File: config.mk
export PLATFORM = sky130hd
export DESIGN_NAME = shift_accum_seq
export DESIGN_NICKNAME = d
export VERILOG_FILES = /design/src/rtl/shift_accum_seq.sv
export SDC_FILE = /design/constraint.sdc
export NUM_CORES = 1
export LEC_CHECK = 0
export CORE_ASPECT_RATIO = 1.4
export CORE_UTILIZATION = 50
export CTS_CLUSTER_DIAMETER = 40
export CTS_CLUSTER_SIZE = 30
export DETAILED_ROUTE_END_ITERATION = 16
export GPL_TIMING_DRIVEN = 0
export PLACE_DENSITY_LB_ADDON = 0.08
export SKIP_LAST_GASP = 1
export SLEW_MARGIN = 25
export SYNTH_ARGS = -nofsm -noshare
export SYNTH_HDL_FRONTEND = slang
export SYNTH_SLANG_ARGS = --single-unit
File: constraint.sdc
create_clock -name clk_in -period 5 [get_ports clk_in]
set_clock_uncertainty 0.1 [all_clocks]
set_input_delay 1 -clock clk_in [delete_from_list [all_inputs] [get_ports clk_in]]
set_output_delay 1 -clock clk_in [all_outputs]
set_load 0.02 [all_outputs]
File: src/rtl/shift_accum_seq.sv
// Capture sequencer for the shift-accumulate RAM (bit-serial codes).
// Ports: clk_in/rst_in; bit_in stream; acc_* RAM request/result; code_*, frame_out, busy_out, done_out.
package shift_accum_pkg;
   typedef enum logic {
      ACC_READ  = 1'b0,
      ACC_WRITE = 1'b1
   } accum_request_t;
endpackage

module shift_accum_seq
   import shift_accum_pkg::*;
#(
   parameter int WIDTH = 8,
   parameter int DEPTH = 64
) (
   input  logic                       clk_in,
   input  logic                       rst_in,
   input  logic                       start_in,
   input  logic                       bit_in,
   input  logic                       bit_valid_in,
   output logic                       bit_ready_out,
   output logic [$clog2(DEPTH)-1:0]   acc_addr_out,
   output logic                       acc_summand_out,
   output accum_request_t             acc_request_type_out,
   output logic                       acc_request_valid_out,
   input  logic [WIDTH-1:0]           acc_read_in,
   input  logic [$clog2(DEPTH)-1:0]   acc_addr_in,
   input  accum_request_t             acc_request_type_in,
   input  logic                       acc_result_valid_in,
   output logic [WIDTH-1:0]           code_out,
   output logic [$clog2(DEPTH)-1:0]   code_addr_out,
   output logic                       code_valid_out,
   output logic [$clog2(WIDTH+1)-1:0] frame_out,
   output logic                       busy_out,
   output logic                       done_out
);

   localparam int AW = $clog2(DEPTH);
   localparam int FW = $clog2(WIDTH + 1);

   localparam logic [AW-1:0] LAST_ADDR  = AW'(DEPTH - 1);
   localparam logic [FW-1:0] LAST_FRAME = FW'(WIDTH - 1);

   // Address reuse distance within a frame must exceed the RAM's
   // 2-cycle read-modify-write, so at least three addresses are needed.
   if (DEPTH < 3) begin : g_depth_check
      $error("shift_accum_seq: DEPTH must be >= 3");
   end

   typedef enum logic [1:0] {
      S_IDLE,
      S_ACCUM,
      S_READOUT,
      S_DRAIN
   } state_t;

   state_t         state_q, state_d;
   logic [AW-1:0]  addr_q, addr_d;
   logic [FW-1:0]  frame_q, frame_d;
   logic           drain_q, drain_d;

   logic           hs;

   logic           req_valid_d;
   logic [AW-1:0]  req_addr_d;
   logic           req_sum_d;
   accum_request_t req_type_d;
   logic           code_valid_d;
   logic           done_d;

   assign hs = (state_q == S_ACCUM) && bit_valid_in;

   // State register
   always_ff @(posedge clk_in) begin
      if (rst_in) begin
         state_q <= S_IDLE;
         addr_q  <= '0;
         frame_q <= '0;
         drain_q <= 1'b0;
      end else begin
         state_q <= state_d;
         addr_q  <= addr_d;
         frame_q <= frame_d;
         drain_q <= drain_d;
      end
   end

   // Next-state logic
   always_comb begin
      state_d = state_q;
      addr_d  = addr_q;
      frame_d = frame_q;
      drain_d = drain_q;
      unique case (state_q)
         S_IDLE: begin
            if (start_in) begin
               state_d = S_ACCUM;
               addr_d  = '0;
               frame_d = '0;
            end
         end
         S_ACCUM: begin
            if (hs) begin
               if (addr_q == LAST_ADDR) begin
                  addr_d  = '0;
                  frame_d = frame_q + 1'b1;
                  if (frame_q == LAST_FRAME) begin
                     state_d = S_READOUT;
                  end
               end else begin
                  addr_d = addr_q + 1'b1;
               end
            end
         end
         S_READOUT: begin
            if (addr_q == LAST_ADDR) begin
               addr_d  = '0;
               drain_d = 1'b0;
               state_d = S_DRAIN;
            end else begin
               addr_d = addr_q + 1'b1;
            end
         end
         S_DRAIN: begin
            // Two cycles cover the reads still inside the RAM pipeline.
            drain_d = 1'b1;
            if (drain_q) begin
               state_d = S_IDLE;
            end
         end
         default: begin
            state_d = S_IDLE;
         end
      endcase
   end

   // Output decode: next values of the registered outputs
   always_comb begin
      req_valid_d  = 1'b0;
      req_addr_d   = acc_addr_out;
      req_sum_d    = 1'b0;
      req_type_d   = acc_request_type_out;
      done_d       = 1'b0;
      code_valid_d = acc_result_valid_in &&
                     (acc_request_type_in == ACC_READ);
      unique case (1'b1)
         hs: begin
            req_valid_d = 1'b1;
            req_addr_d  = addr_q;
            req_sum_d   = bit_in;
            req_type_d  = ACC_WRITE;
         end
         (state_q == S_READOUT): begin
            req_valid_d = 1'b1;
            req_addr_d  = addr_q;
            req_type_d  = ACC_READ;
         end
         (state_q == S_DRAIN): begin
            done_d = drain_q;
         end
         default: begin
         end
      endcase
   end

   // Output registers
   always_ff @(posedge clk_in) begin
      if (rst_in) begin
         acc_addr_out          <= '0;
         acc_summand_out       <= 1'b0;
         acc_request_type_out  <= ACC_READ;
         acc_request_valid_out <= 1'b0;
         code_out              <= '0;
         code_addr_out         <= '0;
         code_valid_out        <= 1'b0;
         done_out              <= 1'b0;
      end else begin
         acc_addr_out          <= req_addr_d;
         acc_summand_out       <= req_sum_d;
         acc_request_type_out  <= req_type_d;
         acc_request_valid_out <= req_valid_d;
         code_valid_out        <= code_valid_d;
         done_out              <= done_d;
         if (code_valid_d) begin
            code_out      <= acc_read_in;
            code_addr_out <= acc_addr_in;
         end
      end
   end

   assign bit_ready_out = (state_q == S_ACCUM);
   assign busy_out      = (state_q != S_IDLE);
   assign frame_out     = frame_q;

endmodule

==> results of run 1 <==
==> worst max-delay path, delay by kind of cell, from the launching register on <==
| kind | cells | cell delay, ps |
|---|---|---|
| adder cells (fa/ha/maj) | 1 | 250 |
| buffers and inverters | 3 | 750 |
| flip-flops | 1 | 380 |
==> final timing paths <==
| check | start | endpoint | slack (ps) |
|---|---|---|---|
| worst min-delay path | code_out[4]$_SDFFE_PP0P_ | code_out[4]$_SDFFE_PP0P_ | 350 |
| worst max-delay path | state_q[0]$_SDFFE_PP0P_ | busy_out | 2230 |
| worst max register to register | state_q[0]$_SDFFE_PP0P_ | frame_out[3]$_SDFFE_PP0P_ | 3190 |
| worst min register to register | code_out[4]$_SDFFE_PP0P_ | code_out[4]$_SDFFE_PP0P_ | 350 |
==> state kept, by name (all words and copies together) (netlist names) <==
signal and count:
acc_summand_out 1, code_valid_out 1, done_out 1, drain_q 1, state_q 2, acc_request_type_out 1
acc_addr_out 6, frame_out 4, addr_q 6, acc_request_valid_out 1, code_addr_out 6, code_out 8
==> Yosys cell counts (all sizes together) <==
master	count	area, um2
clkbuf	4	15.0
nand4b	2	17.5
a31oi	2	12.5
nor2b	4	35.0
a21oi	29	149
o211a	1	10.0
a22o	1	8.76
and3	1	6.26
a21o	2	15.0
a311oi	2	17.5
nor4	3	25.0
mux2i	2	20.0
inv	10	37.5
dfxtp	38	761
ha	7	87.6
buf	7	45.0
nor3	4	31.3
o32ai	2	17.5
nand3b	3	22.5
o22ai	1	6.26
or3	1	11.3
o21ai	5	25.0
nand2	46	173
nand2b	6	37.5
a221oi	1	15.0
nand4	2	18.8
nand3	5	25.0
or2	1	6.26
nor2	10	37.5
a21boi	1	7.51
o21a	1	7.51
a211oi	1	12.5
mux2	1	11.3
==> per-layer routing <==
layer / vias up / share of wire, % / routed length (um)
met5: - / 0 / 0
met4: 0 / 1.4 / 55
met3: 6 / 4.6 / 177
met2: 40 / 52 / 1990
met1: 705 / 42 / 1600
li1: 819 / - / -
==> per-stage QoR <==
step                utilization (%)  std cells  area, um2  hold WS (ps)
finish                         74.1        304       2380           355
global route                   74.1        304       2380           383
CTS                            74.1        304       2380           356
detailed placement             71.2        296       2290           347
global placement               71.2        296       2290           341
floorplan                         -        206       1730           354
==> cells by family (layout without fill, tap and decap cells) <==
kind of cell | Yosys count | after routing | share of synthesized area (%)
simple gates | 88 | 88 | 25.9
compound gates | 49 | 49 | 17.6
flops | 38 | 38 | 44.0
buf+inv | 21 | 80 | 5.65
fa+ha+maj | 7 | 7 | 5.07
mux | 3 | 3 | 1.81
==> where the power goes <==
part           total, mW  leakage (nW)  internal, mW  switching, mW
Clock              0.219        0.0472         0.111          0.108
Combinational      0.313         0.522         0.139          0.174
Sequential         0.341         0.309         0.325         0.0161
==> placed cells by master, fill, tap and decap left out, types with 2 or more instances in the layout <==
cell	n
a311oi_1	2
mux2i_1	2
o21ai_1	3
o32ai_1	2
dfxtp_1	38
nand4b_1	2
clkbuf_1	4
a21oi_1	28
o21ai_0	2
buf_4	2
nand2b_1	6
nor3_1	3
nor2b_1	2
nand3_1	5
clkbuf_8	6
nand3b_1	3
clkdlybuf4s50_1	51
inv_1	10
nor4_1	2
ha_1	7
a31oi_1	2
nand2_1	46
buf_2	3
nor2_1	10
a21o_1	2
==> final cells by class <==
| cell class | instances | area (um2) |
|---|---|---|
| inverters | 10 | 37.5 |
| flip-flops and latches | 38 | 761 |
| multi-input cells | 147 | 870 |
| fillers | 264 | 831 |
| clock inverters | 2 | 12.5 |
| clock buffers | 6 | 82.6 |
| plain buffers | 11 | 60.1 |
| repair buffers | 51 | 510 |
| well taps | 39 | 48.8 |
==> results.md, run 1 <==
* Layout net count at roughly 300
* Worst Max-Slew Pin Slew at approximately 500 ps
* Diode count at 0
* Avg WL per Cell at ~13 um
* Pre-CTS setup slack at 2380 ps
* Site Rows at 24
* Num CTS Buffers at 5
* First-pass GRT wire length at roughly 6200 um
* # IOs at 52
* Std-Cell Core Area at ~0.0032 mm2
* Hold-fix buffers, CTS at 0
* Clock root buffer: clkbuf_8
* H-tree Lvls at 2
* HP Class: reg -> reg
* Post-CTS Setup Bufs at 0
* Routed WL at 3820 um
* Max-cap viol count at 0
* PD cells at ~370 mW/mm2
* Die Height at 71.6 um
* Residual DRC at 0
* Clock transition at path regs at approximately 70 ps
* Fin crit period at ~2800 ps
* Die X at 51.7 um
* Drt first pass iters at 4
* Gpl congestion at just under 0.8
* Count of cell types in the netlist at 43
* Hold Path Depth at 2
* Antenna violations before repair at 0
* Register area share after synthesis at 44.0%
* Share of layout cells above drive strength 1 at about a tenth
* Run status: completed
* Final period utilization at ~55%
* Final setup vio count at 0
* Cells after synthesis at roughly 200
* Type of the worst setup path: reg -> out
* Pin count of the biggest net entering global routing at 13
* Global route overflow at 0
* CTS tree: built
* Overall routing resource usage at 22.2%
* Syn-to-layout area delta at 37.9%
* Max Clk Rate at about 360 MHz
* Critical path's most frequent cell: inv_1
* IO Port Bufs at 51
* Met2 usage at 40.7%
* Maximum vdd drop at 0.295 mV
* Max_slew headroom at between 60% and 70%
* Critical Path Fanout Max at 4
* Unrepaired setup endpoints after global routing: false
* Final hold vios at 0
* Clk Latency, worst-skew pair at a little under 300 ps
* Setup TNS at 0 ps
* Top Usage Layer GRT: met2
* Slowest cell on crit path: clkdlybuf4s50_1
* Final Worst Setup Slack at ~2200 ps
* TritonCTS Sinks at 38
* Syn Area/Cell at roughly 8.4 um2
* Initial core utilization at between 50% and 60%
* Crit start category: flip-flop
* Leakage at roughly 0.88 nW
* CTS-repair resized insts at 0
* Post-layout total power at about 870 uW
* Critical path data arrival time at 1670 ps
* CP Cell Sequence: inv_1, ha_1, inv_1, clkdlybuf4s50_1
* Synthesized area at ~0.0017 mm2
* DR iter-0 viols at 26
* Syn Nets at approximately 230
* Vias per cell at approximately 5.2
* Synth Register Bits at 38
* Met3 usage at ~5.7%
* R2R depth at 7
* Clock buffer depth at 2
* Vias in the first global route at between 1k and 1.5k
* Total die area at roughly 0.0037 mm2
* Crit-path max cell delay at a little under 600 ps
* YS warnings at 0
* Critical Path End Type: output port
* Max-slew violation count at 0
* Met1 Resource Use GR at between 20% and 30%
* Detailed placement HPWL at 2850 um
* Routed Antenna Nets at 0
* Vias at around 1.6k
* Worst Path Required at roughly 3900 ps
Power figures use the tool's default switching activity.
==> run 2: changes to the inputs <==
--- a/config.mk
+++ b/config.mk
@@ -6,7 +6,7 @@
 export NUM_CORES = 1
 export LEC_CHECK = 0
 export CORE_ASPECT_RATIO = 1.4
-export CORE_UTILIZATION = 50
+export CORE_UTILIZATION = 42
 export CTS_CLUSTER_DIAMETER = 40
 export CTS_CLUSTER_SIZE = 30
 export DETAILED_ROUTE_END_ITERATION = 16
==> constraint.sdc (replaced) <==
create_clock -name clk_in -period 2.2 [get_ports clk_in]
set_clock_uncertainty 0.1 [all_clocks]
set_input_delay 0.44 -clock clk_in [delete_from_list [all_inputs] [get_ports clk_in]]
set_output_delay 0.44 -clock clk_in [all_outputs]
set_load 0.02 [all_outputs]
==> run 2 against run 1 <==
Sequential share of layout area is 0.050 points lower. First-iteration DRC count grew 73%. Critical endpoint is now bit_ready_out. Register-to-register slack lost 2800 ps. Total power rose by 130%. Combinational power grew 130%. Count of clock-buffer cells in the layout unchanged. Setup slack got worse by 2100 ps.
==> results.md, run 2 (same netlist as run 1, synthesis figures left out) <==
* TritonCTS Sinks at 38 (unchanged)
* Routed Antenna Nets at 0 (unchanged)
* Final Worst Setup Slack at 147 ps (was 2230 ps)
* Residual DRC at 0 (unchanged)
* H-tree Lvls at 2 (unchanged)
* CTS tree: built (unchanged)
* Clk Latency, worst-skew pair at 280 ps (was 290 ps)
* Detailed placement HPWL at 2800 um (was 2850 um)
* Max reg flops at 8 (unchanged)
* Num CTS Buffers at 5 (unchanged)
* Crit path max-delay family: buffers and inverters (unchanged)
* Most frequent cells in the layout: clkdlybuf4s50_1, nand2_1, dfxtp_1, a21oi_1 (unchanged)
* Most common cell after layout, fill and taps aside: clkdlybuf4s50_1 (unchanged)
* Reg2reg setup slack at 390 ps (was 3190 ps)
* Worst Max-Slew Pin Slew at 565 ps (was 499 ps)
* Final period utilization at around 93%
* Crit. path cell count at 3 (was 4)
* Max-slew violation count at 0 (unchanged)
* Crit start category: flip-flop (unchanged)
* Syn-to-layout area delta at 38.1% (was 37.9%)
* Routed WL at 3810 um (was 3820 um)
* Max_slew headroom at 62.3% (was 66.7%)
* Final setup vio count at 0 (unchanged)
* Leakage at 0.881 nW (was 0.878 nW)
* Fin crit period at 2050 ps
* Worst setup path end: bit_ready_out (was busy_out)
* Gpl congestion at 0.816 (was 0.789)
* DR iter-0 viols at 45 (was 26)
* Slowest cell on crit path: clkdlybuf4s50_1 (unchanged)
* Pre-CTS setup slack at 63.5 ps (was 2380 ps)
* CP startpoint: state_q[1]$_SDFFE_PP0P_ (was state_q[0]$_SDFFE_PP0P_)
* Site Rows at 27 (was 24)
* Clock transition at path regs at 70 ps (about the same)
* Overall routing resource usage at 18.4% (was 22.2%)
* Vias at 1565 (was 1570)
* Worst R2R End: addr_q[5]$_SDFFE_PP0P_ (was frame_out[3]$_SDFFE_PP0P_)
* IO Port Bufs at 51 (unchanged)
* R2R depth at 7 (unchanged)
* Global route overflow at 0 (unchanged)
* Die X at 56.2 um (was 51.7 um)
* Std-Cell Core Area at 0.00395 mm2 (was 0.00321 mm2)
* Clock root buffer: clkbuf_8 (unchanged)
* Max Clk Rate at 487 MHz
* Avg WL per Cell at 12.4 um (was 12.6 um)
* Maximum vdd drop at 0.604 mV (was 0.295 mV)
* Post-CTS Setup Bufs at 0 (unchanged)
* Critical path data arrival time at 1510 ps (was 1670 ps)
* Antenna violations before repair at 0 (unchanged)
* Critical Path End Type: output port (unchanged)
* Reg2Reg Launch Point: state_q[0]$_SDFFE_PP0P_ (unchanged)
* Critical Path Fanout Max at 5 (was 4)
* Setup TNS at 0 ps (unchanged)
* CP Cell Sequence: inv_1, ha_1, clkdlybuf4s50_1 (was inv_1, ha_1, inv_1, clkdlybuf4s50_1)
* Final hold vios at 0 (unchanged)
* # IOs at 52 (unchanged)
* Crit path buffers/inverters at 2 (was 3)
* Drt first pass iters at 4 (unchanged)
* Die Height at 77.9 um (was 71.6 um)
* Pin count of the biggest net entering global routing at 13 (unchanged)
* Initial core utilization at 43.7% (was 53.8%)
* Share of layout cells above drive strength 1 at 9.43% (unchanged)
* CTS-repair resized insts at 1 (was 0)
* Layout net count at 292 (unchanged)
* Type of the worst setup path: reg -> out (unchanged)
* Vias per cell at 5.08 (was 5.16)
* Run status: completed (unchanged)
* Vias in the first global route at 1416 (was 1480)
* Worst hold slack at 354 ps (was 355 ps)
* Max-cap viol count at 0 (unchanged)
* Largest Register: code_out (unchanged)
* HP Class: reg -> reg (unchanged)
* Fill count at 352 (was 264)
* Crit-path max cell delay at 540 ps (was 590 ps)
* First-pass GRT wire length at 6480 um (was 6200 um)
* Unrepaired setup endpoints after global routing: false (unchanged)
* Total die area at 0.00438 mm2 (was 0.00370 mm2)
* Clock buffer depth at 2 (unchanged)
* Diode count at 0 (unchanged)
* PD cells at 828 mW/mm2 (was 366 mW/mm2)
* Worst Path Required at 1660 ps (was 3900 ps)
* Hold-fix buffers, CTS at 0 (unchanged)
[run 2: per-layer routing]
layer	track usage (%)	share of wire, %
met5	0	0
met4	5.85	0.97
met1	22.3	44
met3	4.17	5.2
met2	31.9	50
[run 2: worst min path at each step]
stage                     depth (start not counted)  slack, ps                          start                       endpoint
final                                             2        350       code_out[2]$_SDFFE_PP0P_       code_out[2]$_SDFFE_PP0P_
after global routing                              2        370  code_addr_out[2]$_SDFFE_PP0P_  code_addr_out[2]$_SDFFE_PP0P_
after global placement                            2        340   acc_addr_out[5]$_SDFFE_PP0P_   acc_addr_out[5]$_SDFFE_PP0P_
after CTS                                         2        360       code_out[1]$_SDFFE_PP0P_       code_out[1]$_SDFFE_PP0P_
after detailed placement                          2        350       code_out[1]$_SDFFE_PP0P_       code_out[1]$_SDFFE_PP0P_
after floorplan                                   2        350           drain_q$_SDFFE_PP0P_            done_out$_SDFF_PP0_
[run 2: power breakdown]
part	leakage (nW)	total [mW]	internal (mW)	switching (mW)
Combinational	0.525	0.710	0.307	0.403
Sequential	0.309	0.776	0.739	0.0371
Clock	0.0472	0.491	0.252	0.239
[run 2: final cells by class]
type                       count  area (um2)  share of cell area, %
buffer                        11        60.1                   2.52
inverter                      10        37.5                   1.57
sequential                    38         761                   31.9
clock buffer                   6        82.6                   3.46
clock inverter                 2        12.5                  0.524
timing repair buffer          51         509                   21.3
multi-input combinational    147         870                   36.4
tap                           43        53.8                   2.25
[run 2: through the flow]
step	util, %	total power [mW]	cells	area (um2)
final	60.4	1.98	308	2390
after global routing	60.4	2.10	308	2390
after CTS	60.4	2.00	308	2390
after detailed placement	58.0	1.51	300	2290
after global placement	58.0	1.50	300	2290
after floorplan	-	1.28	206	1730
[run 2: worst reg2reg max path, cell delays in order, from the launching register on]
cell and delay (ps):
dfxtp_1 380, inv_1 100, ha_1 250, nor2b_4 140, buf_6 130, or3_4 400, a21oi_2 110, o32ai_1 80
==> run 3: changes to the inputs <==
--- a/config.mk
+++ b/config.mk
@@ -6,6 +6,7 @@
 export NUM_CORES = 1
 export LEC_CHECK = 0
 export CORE_ASPECT_RATIO = 1.4
+export CORE_MARGIN = 10
 export CORE_UTILIZATION = 42
 export CTS_CLUSTER_DIAMETER = 40
 export CTS_CLUSTER_SIZE = 30
==> run 3 against run 2 <==
Worst hold slack barely moved. Routed wire length grew 15%. Die area up 63%. Sequential cell count is the same. Cell count stayed put.
==> results.md, run 3 (same netlist as run 1, synthesis figures left out) <==
* Run status: completed (unchanged)
* Most common cell after layout, fill and taps aside: clkdlybuf4s50_1 (unchanged)
* Residual DRC at 0 (unchanged)
* Hold-fix buffers, CTS at 0 (unchanged)
* Final Core Density at 60.7% (was 60.4%)
* Max Clk Rate at 485 MHz (was 487 MHz)
* Crit start category: flip-flop (unchanged)
* Routed WL at 4370 um (was 3810 um)
* Avg WL per Cell at 14.2 um (was 12.4 um)
* Drt first pass iters at 4 (unchanged)
* DR iter-0 viols at 80 (was 45)
* First-pass GRT wire length at 7020 um (was 6480 um)
* Worst Path Required at 1660 ps (about the same)
* Final period utilization at 93.7% (was 93.3%)
* Gpl congestion at 0.782 (was 0.816)
* Clock root buffer: clkbuf_8 (unchanged)
* Crit-path max cell delay at 540 ps (about the same)
* Most frequent cells in the layout: clkdlybuf4s50_1, nand2_1, dfxtp_1, a21oi_1 (unchanged)
* Final hold vios at 0 (unchanged)
* Final setup vio count at 0 (unchanged)
* Initial core utilization at 43.7% (unchanged)
* Clk Latency, worst-skew pair at 280 ps (about the same)
* Critical path data arrival time at 1520 ps (was 1510 ps)
* Crit path max-delay family: buffers and inverters (unchanged)
* Syn-to-layout area delta at 38.7% (was 38.1%)
* Setup TNS at 0 ps (unchanged)
* PD cells at 861 mW/mm2 (was 828 mW/mm2)
* Pin count of the biggest net entering global routing at 12 (was 13)
* Type of the worst setup path: reg -> out (unchanged)
* Max_slew headroom at 62.9% (was 62.3%)
* Largest Register: code_out (unchanged)
* Met3 usage at 3.91% (was 4.17%)
* Layout net count at 292 (unchanged)
* Top Usage Layer GRT: met2 (unchanged)
* Post-layout total power at 2.06 mW (was 1.98 mW)
* H-tree Lvls at 2 (unchanged)
* Pre-CTS setup slack at 84.8 ps (was 63.5 ps)
* Vias in the first global route at 1476 (was 1416)
* Routed Antenna Nets at 0 (unchanged)
* Critical Path End Type: output port (unchanged)
* Max-cap viol count at 0 (unchanged)
* Placed Cells at 300 (unchanged)
* CP Cell Sequence: inv_1, ha_1, clkdlybuf4s50_1 (unchanged)
* Crit path buffers/inverters at 2 (unchanged)
* Antenna violations before repair at 0 (unchanged)
* Detailed placement HPWL at 3370 um (was 2800 um)
* Vias per cell at 5.09 (was 5.08)
* Leakage at 0.886 nW (was 0.881 nW)
* Slowest cell on crit path: clkdlybuf4s50_1 (unchanged)
* # IOs at 52 (unchanged)
* IO Port Bufs at 51 (unchanged)
* CTS tree: built (unchanged)
* Met2 usage at 21.5% (was 31.9%)
* Unrepaired setup endpoints after global routing: false (unchanged)
* Overall routing resource usage at 12.3% (was 18.4%)
* Num CTS Buffers at 5 (unchanged)
* Clock buffer depth at 2 (unchanged)
* Worst Max-Slew Pin Slew at 557 ps (was 565 ps)
* Critical Path Fanout Max at 5 (unchanged)
* Die X at 74.2 um (was 56.2 um)
* Maximum vdd drop at 0.630 mV (was 0.604 mV)
* Fin crit period at 2060 ps (was 2050 ps)
* Max-slew violation count at 0 (unchanged)
* CTS-repair resized insts at 1 (unchanged)
* Clock transition at path regs at 70 ps (about the same)
* Met1 Resource Use GR at 13.5% (was 22.3%)
* Site Rows at 27 (unchanged)
* Total die area at 0.00712 mm2 (was 0.00438 mm2)
* Final Non-Filler Cells at 308 (unchanged)
* TritonCTS Sinks at 38 (unchanged)
* HP Class: reg -> reg (unchanged)
* Vias at 1569 (was 1565)
* Share of layout cells above drive strength 1 at 8.68% (was 9.43%)
* Final Worst Setup Slack at 138 ps (was 147 ps)
* Die Height at 95.9 um (was 77.9 um)
* Diode count at 0 (unchanged)
* Global route overflow at 0 (unchanged)
* Max reg flops at 8 (unchanged)
* Post-CTS Setup Bufs at 0 (unchanged)
* Std-Cell Core Area at 0.00395 mm2 (unchanged)
[run 3: cell types whose count changed in the layout (fill, tap and decap cells not counted), sizes merged]
cell and change:
clkinvlp -1, bufinv +1, clkbuf +1, clkinv -1
[run 3: power by group]
group	internal [mW]	leakage (nW)	switching [mW]
Clock	0.339	0.0524	0.236
Combinational	0.308	0.525	0.403
Sequential	0.739	0.309	0.0382
[run 3: stage by stage]
step	hold slack, ps	cell area [um2]
after global placement	340	2290
after floorplan	354	1730
after detailed placement	346	2290
final	353	2400
after global routing	374	2400
after CTS	357	2400
[run 3: worst paths after layout]
path / from / endpoint / slack [ps] / depth (start not counted)
max: state_q[1]$_SDFFE_PP0P_ / bit_ready_out / 140 / 3
min: code_addr_out[3]$_SDFFE_PP0P_ / code_addr_out[3]$_SDFFE_PP0P_ / 350 / 2
min reg2reg: code_addr_out[3]$_SDFFE_PP0P_ / code_addr_out[3]$_SDFFE_PP0P_ / 350 / 2
max reg2reg: state_q[0]$_SDFFE_PP0P_ / addr_q[5]$_SDFFE_PP0P_ / 360 / 7
[run 3: area by class of cell]
type                    instances  area [um2]
fillers                       364        1560
multi-input cells             147         870
flip-flops and latches         38         761
repair buffers                 51         509
clock buffers                   7        76.3
plain buffers                  11        60.1
well taps                      43        53.8
inverters                      10        37.5
clock inverters                 1        30.0
[run 3: worst min-delay path: stages, from the launching register on]
cell,delay (ps)
dfxtp_1,310
nand2_1,50
a21oi_1,50
[run 3: layer usage]
metal  vias to the layer above  part of all wire, %
met5                         -                    0
met1                       708                   41
met2                        37                   51
met4                         0                  1.0
met3                         4                  7.6
li1                        820                    -
